$ cat config.mk
export PLATFORM = sky130hd
export DESIGN_NAME = immediate_compressor
export DESIGN_NICKNAME = d
export VERILOG_FILES = /design/src/rtl/immediate_compressor.sv
export SDC_FILE = /design/constraint.sdc
export NUM_CORES = 1
export LEC_CHECK = 0
export ABC_AREA = 1
export BUFFER_PORTS_ARGS = -buffer_cell sky130_fd_sc_hd__buf_2
export CORE_MARGIN = 2
export CORE_UTILIZATION = 50
export CTS_CLUSTER_SIZE = 30
export DETAILED_ROUTE_END_ITERATION = 8
export PLACE_DENSITY_LB_ADDON = 0.15
export SYNTH_ARGS = -nofsm -noshare
export SYNTH_HDL_FRONTEND = slang
export SYNTH_SLANG_ARGS = --single-unit
$ cat constraint.sdc
create_clock -name Clock -period 3.3 [get_ports Clock]
set_input_delay 0.33 -clock Clock [delete_from_list [all_inputs] [get_ports Clock]]
set_output_delay 0.33 -clock Clock [all_outputs]
set_load 0.05 [all_outputs]
$ cat src/rtl/immediate_compressor.sv
// immediate_compressor: finds the narrowest sign-extended immediate field
// (4, 8 or 11 bits) that reproduces a WIDTH-bit signed value.
//
// Ports:
//   Clock      in   rising-edge clock
//   Reset      in   asynchronous active-low reset
//   InValid    in   In is valid
//   InReady    out  block can accept (IDLE only)
//   In         in   [WIDTH-1:0] signed value to compress
//   OutValid   out  result valid, held until OutReady
//   OutReady   in   consumer takes result
//   Out        out  [10:0] field bits, zero above the chosen field
//   Size       out  [1:0] 0=4b, 1=8b, 2=11b, 3=fits none
//   Fits       out  1 when Size != 3
//   Overflows  out  [7:0] saturating count of Size==3 results
module immediate_compressor #(
    parameter int WIDTH = 16
) (
    input  logic             Clock,
    input  logic             Reset,
    input  logic             InValid,
    output logic             InReady,
    input  logic [WIDTH-1:0] In,
    output logic             OutValid,
    input  logic             OutReady,
    output logic [10:0]      Out,
    output logic [1:0]       Size,
    output logic             Fits,
    output logic [7:0]       Overflows
);

    typedef enum logic [2:0] {
        IDLE    = 3'd0,
        CHECK4  = 3'd1,
        CHECK8  = 3'd2,
        CHECK11 = 3'd3,
        DONE    = 3'd4
    } state_t;

    state_t           state_q, state_d;
    logic [WIDTH-1:0] hold_q, hold_d;
    logic [10:0]      out_q, out_d;
    logic [1:0]       size_q, size_d;
    logic             fits_q, fits_d;
    logic [7:0]       ovf_q, ovf_d;

    // A field of n bits fits when every bit from n-1 upward
    // equals the field's sign bit.
    logic fit4, fit8, fit11;

    assign fit4  = (hold_q[WIDTH-1:3]  == {(WIDTH-3){hold_q[3]}});
    assign fit8  = (hold_q[WIDTH-1:7]  == {(WIDTH-7){hold_q[7]}});
    assign fit11 = (hold_q[WIDTH-1:10] == {(WIDTH-10){hold_q[10]}});

    always_ff @(posedge Clock or negedge Reset) begin
        if (!Reset) begin
            state_q <= IDLE;
            hold_q  <= '0;
            out_q   <= '0;
            size_q  <= '0;
            fits_q  <= 1'b0;
            ovf_q   <= '0;
        end else begin
            state_q <= state_d;
            hold_q  <= hold_d;
            out_q   <= out_d;
            size_q  <= size_d;
            fits_q  <= fits_d;
            ovf_q   <= ovf_d;
        end
    end

    always_comb begin
        state_d = state_q;
        hold_d  = hold_q;
        out_d   = out_q;
        size_d  = size_q;
        fits_d  = fits_q;
        ovf_d   = ovf_q;
        unique case (state_q)
            IDLE: begin
                if (InValid) begin
                    hold_d  = In;
                    state_d = CHECK4;
                end
            end
            CHECK4: begin
                if (fit4) begin
                    out_d   = {7'b0, hold_q[3:0]};
                    size_d  = 2'd0;
                    fits_d  = 1'b1;
                    state_d = DONE;
                end else begin
                    state_d = CHECK8;
                end
            end
            CHECK8: begin
                if (fit8) begin
                    out_d   = {3'b0, hold_q[7:0]};
                    size_d  = 2'd1;
                    fits_d  = 1'b1;
                    state_d = DONE;
                end else begin
                    state_d = CHECK11;
                end
            end
            CHECK11: begin
                out_d   = hold_q[10:0];
                state_d = DONE;
                if (fit11) begin
                    size_d = 2'd2;
                    fits_d = 1'b1;
                end else begin
                    size_d = 2'd3;
                    fits_d = 1'b0;
                    if (ovf_q != 8'hFF) begin
                        ovf_d = ovf_q + 8'd1;
                    end
                end
            end
            DONE: begin
                if (OutReady) begin
                    state_d = IDLE;
                end
            end
            default: begin
                state_d = IDLE;
            end
        endcase
    end

    assign InReady   = (state_q == IDLE);
    assign OutValid  = (state_q == DONE);
    assign Out       = out_q;
    assign Size      = size_q;
    assign Fits      = fits_q;
    assign Overflows = ovf_q;

endmodule

### Word level (Yosys, flattened, before mapping)

Cells that the tools add are included.

| word-level totals | value |
|---|---|
| output and inout bits | 24 |
| logic and storage cells | 42 |
| bits in registers | 41 |

| operators by class | value |
|---|---|
| add/sub/neg operators | 1 |
| reductions and logical operators | 6 |
| equal/unequal tests | 12 |
| bitwise gates (word level) | 1 |
| muxes and demuxes | 16 |

Operator list:

| cell | number |
|---|---|
| 11-bit one-hot mux with 3 select lines | 1 |
| 11-bit 2-to-1 mux | 2 |
| 3-bit one-hot mux with 5 select lines | 1 |
| 12-bit == test | 1 |
| 3-bit 2-to-1 mux | 4 |
| 8-bit by 1-bit adder with 8-bit output (second input constant) | 1 |
| 8-bit == test | 1 |
| 8-bit != test (second input constant) | 1 |
| 3-bit by 2-bit == test with 1-bit output (second input constant) | 2 |
| 2-bit != test (second input constant) | 3 |
| 2-bit one-hot mux with 3 select lines | 1 |
| 3-bit AND reduction | 2 |
| 5-bit == test | 1 |
| 1-bit 2-to-1 mux | 4 |
| 2-bit 2-to-1 mux | 2 |
| 2-bit AND reduction | 2 |
| 3-bit by 1-bit == test with 1-bit output (second input constant) | 1 |
| 3-bit == test (second input constant) | 1 |
| 3-bit zero test | 1 |
| 1-bit one-hot mux with 3 select lines | 1 |
| 3-bit nonzero test | 1 |
| 2-bit by 1-bit != test with 1-bit output (second input constant) | 1 |
| 1-bit inverter | 1 |

### Longest topological paths before layout

| logic depth | value |
|---|---|
| depth in word-level cells | 3 |
| depth in mapped cells | 9 |

### Worst setup path after synthesis

OpenSTA, ideal clock, no wires.

| timing | value |
|---|---|
| kind | reg2reg |
| start point | reg ovf_q[0], in the netlist Overflows[0] |
| end point | reg ovf_q[2], in the netlist Overflows[2] |
| required time | 3.223 ns |
| period minus slack after synthesis | 1.827 ns |
| stages on the path, launching flop included | 8 |
| slack | 1.473 ns |
| buffers on the path | 0 |
| arrival | 1.750 ns |
| path through | dfrtp_1 -> ha_1 -> nand3_1 -> nor2_1 -> nand3_1 -> nand2_4 -> nand2_1 -> o21ai_1 |

| on the way | value |
|---|---|
| word-level cells in the longest chain between the ends | 2 |

RTL lines:

| item | RTL line | RTL |
|---|---|---|
| start, declared | 45 | `logic [7:0] ovf_q, ovf_d;` |
| start signal, assigned | 69 | `ovf_q <= ovf_d;` |
| parallel branches: the longest is 2 deep, another holds 8-bit by 1-bit adder with 8-bit output | -- |  |

Several ways; the timed one is not identified.
A chain may end at the register's enable or synchronous reset.

### Worst setup path in the final report

| timing | value |
|---|---|
| start point | reg state_q[0] |
| end point | out OutValid |

| on the way | value |
|---|---|
| word-level cells in the longest chain between the ends | 1 |

RTL lines:

| item | RTL line | RTL |
|---|---|---|
| start, declared | 40 | `state_t state_q, state_d;` |
| start signal, assigned | 64 | `state_q <= state_d;` |
| 3-bit == test | 133 | `assign OutValid = (state_q == DONE);` |
| end, declared | 24 | `output logic OutValid,` |

Every way passes these cells.

==> flow_metrics.py <==
metrics = {
    "floorplanning": {
        "die_y_um": 67.10,
        "die_width_um": 67.10,
        "die_area_um2": 4502,
        "start_util_pct": 53.18,
        "pin_count": 44,
        "core_area_um2": 3744,
        "rows": 22,
    },
    "clock_network": {
        "cts_setup_buffers": 0,
        "clock_sinks": 41,
        "cts_tree": "yes",
        "cts_hold_buffers": 0,
        "htree_levels": 2,
        "cts_resized": 0,
        "clk_latency_ns": 0.29,
        "cts_buffers": 5,
        "cts_max_path_buffers": 2,
        "clock_tree.root_cell": "clkbuf_8",
        "cts.clk_slew.worst_paths_ns": 0.08,
    },
    "synth": {
        "avgSynthCellArea_um2": 9.390,
        "seq_area_frac_synth_pct": 51.54,
        "syn-num-nets": 233,
        "synthesis.area_um2": 1991,
        "synthDistinctLibCells": 28,
        "synth_seq_cells": 41,
        "synth_warnings": 0,
        "synthCells": 212,
    },
    "grt": {
        "grt_pass1_vias": 1431,
        "gr-total-overflow": 0,
        "grt_pass1_wl_mm": 6.306,
        "gr-usage-all-layers_pct": 19.06,
        "antenna_found_initial": 0,
        "grt_max_degree": 42,
    },
    "drt": {
        "ant_nets": 0,
        "routed_via_density": 4.886,
        "drcViolationCount": 0,
        "wire_per_inst_um": 12.15,
        "num_vias": 1500,
        "wl_mm": 3.729,
        "drtIter0Drc": 94,
        "dr.pass1.iters": 4,
    },
    "cells_and_area": {
        "layout_commonest_cell": "nand2_1",
        "syn_to_final_growth_pct": 16.40,
        "fin_nets": 279,
        "fill_cells": 369,
        "diodes": 0,
        "layout_common_cells": "nand2_1 (58), buf_2 (43), dfrtp_1 (41), nor2_1 (20), nand3_1 (17)",
        "layout-drive-gt1-share_pct": 33.59,
    },
    "worst_hold_path": {
        "min_path_type": "in -> async",
    },
    "worst_setup_path": {
        "end_kind": "primary output",
        "crit_type": "reg -> out",
        "r2r_end": "Overflows[6]",
        "critPathLaunchType": "register",
        "rr_worst_depth": 7,
        "crit_required_ns": 2.97,
        "rr_startpoint": "Overflows[0]",
        "path_max_fanout": 3,
        "critPathArrivalTime_ns": 1.27,
        "r2r_setup_slack_ns": 1.71,
    },
    "sta": {
        "post-route-min-period_ns": 1.596,
        "tightest_slew_ns": 0.8830,
        "skew_ns": 0.007682,
        "hold_violations": 0,
        "slew_violations": 0,
        "setup_viol": 0,
        "fin_crit_sh_pct": 48.37,
        "setup_tns_ns": 0,
        "grt_setup_unrepaired": "no",
        "max_freq_ghz": 0.6265,
        "relSlewSlack_pct": 41.13,
    },
    "power_and_ir_drop": {
        "p_leak_nw": 1.246,
        "p_per_area_nw_per_um2": 1018,
        "irDropWorstVdd_v": 0.0006662,
        "power.total_mw": 2.360,
    },
    "status": {
        "status": "complete, no violations",
    },
    "job": {
        "drv_cap": 0,
    },
    "place": {
        "portBuffers": 43,
        "place_congestion": 0.7776,
        "hpwl_mm": 2.667,
    },
}
[critical path, stage by stage, from the launching register on]
cell     delay [ns]
dfrtp_1        0.41
nor2_1         0.11
inv_1          0.06
nor2_1         0.11
buf_2          0.28
[power breakdown]
group          switching (mW)  internal (mW)
clock network           0.169          0.146
registers               0.157          0.720
logic                   0.814          0.354
[cells by family after synthesis]
logic type	share of synthesized area (%)
buf+inv	4.839
mux	5.657
flops	51.54
simple gates	32.24
compound gates	2.891
xor+xnor	2.200
fa+ha+maj	0.6284
[worst max-delay path by stage]
stage,start,to,slack [ns],cells past startpoint
after floorplan,Overflows[0],Overflows[2],1.47,7
after global placement,hold_q[10],Fits,1.73,8
after detailed placement,hold_q[10],Out[7],1.73,8
after CTS,state_q[0],OutValid,1.69,4
after global routing,Overflows[0],Overflows[6],1.56,7
final,state_q[0],OutValid,1.70,4
[state kept, by name, summed over array words and instances (netlist names)]
name and cells:
Fits 1, Out 11, Overflows 8, Size 2, hold_q 16, state_q 3
[metal layers]
layer | wire length (um) | track usage (%) | vias to the layer above | part of all wire, %
met4 | 79 | 6.633 | 0 | 2.1
met2 | 1646 | 29.08 | 30 | 44
met5 | 0 | 0 | - | 0
li1 | - | - | 774 | -
met3 | 157 | 5.068 | 7 | 4.2
met1 | 1846 | 26.09 | 689 | 50
[cells in the mapped netlist]
master	count	share of area, %
nand3_2	11	5.5
nor3_4	1	0.82
nand4_1	3	0.94
nor2_4	1	0.57
nand2_1	58	11
clkbuf_1	1	0.19
nor2_2	1	0.31
o21ai_1	2	0.50
nand3b_1	1	0.38
o211ai_2	1	0.63
buf_6	1	0.57
ha_1	1	0.63
xnor2_1	5	2.2
o21ai_0	1	0.25
mux2_2	10	5.7
inv_2	1	0.19
clkinv_2	1	0.25
nand2_2	4	1.3
nand2_4	4	2.3
a21oi_1	6	1.5
nand3_1	17	4.3
nor2_1	20	3.8
or2_4	1	0.44
nor3_1	3	0.75
buf_2	1	0.25
buf_8	1	0.75
inv_1	14	2.6
dfrtp_1	41	52
[cell type report]
type	count	area, um^2	area share, %
flip-flops and latches	41	1026	44.28
inverters	16	61.31	2.646
well taps	48	60.06	2.592
clock inverters	3	17.52	0.7559
repair buffers	43	215.2	9.287
clock buffers	5	68.82	2.970
multi-input cells	151	868.3	37.47
[per-stage QoR]
stage          instance area (um^2)  hold slack [ns]  instances  util, %  setup slack (ns)
6_report                       2317           0.1545        307    61.90             1.704
5_1_grt                        2317           0.2314        307    61.90             1.561
4_1_cts                        2317           0.1769        307    61.90             1.686
3_5_place_dp                   2231           0.4496        299    59.59             1.729
3_3_place_gp                   2231           0.4468        299    59.59             1.733
2_1_floorplan                  1991          0.03441        212        -             1.473
Note: power is estimated with default switching activity, not from simulation.
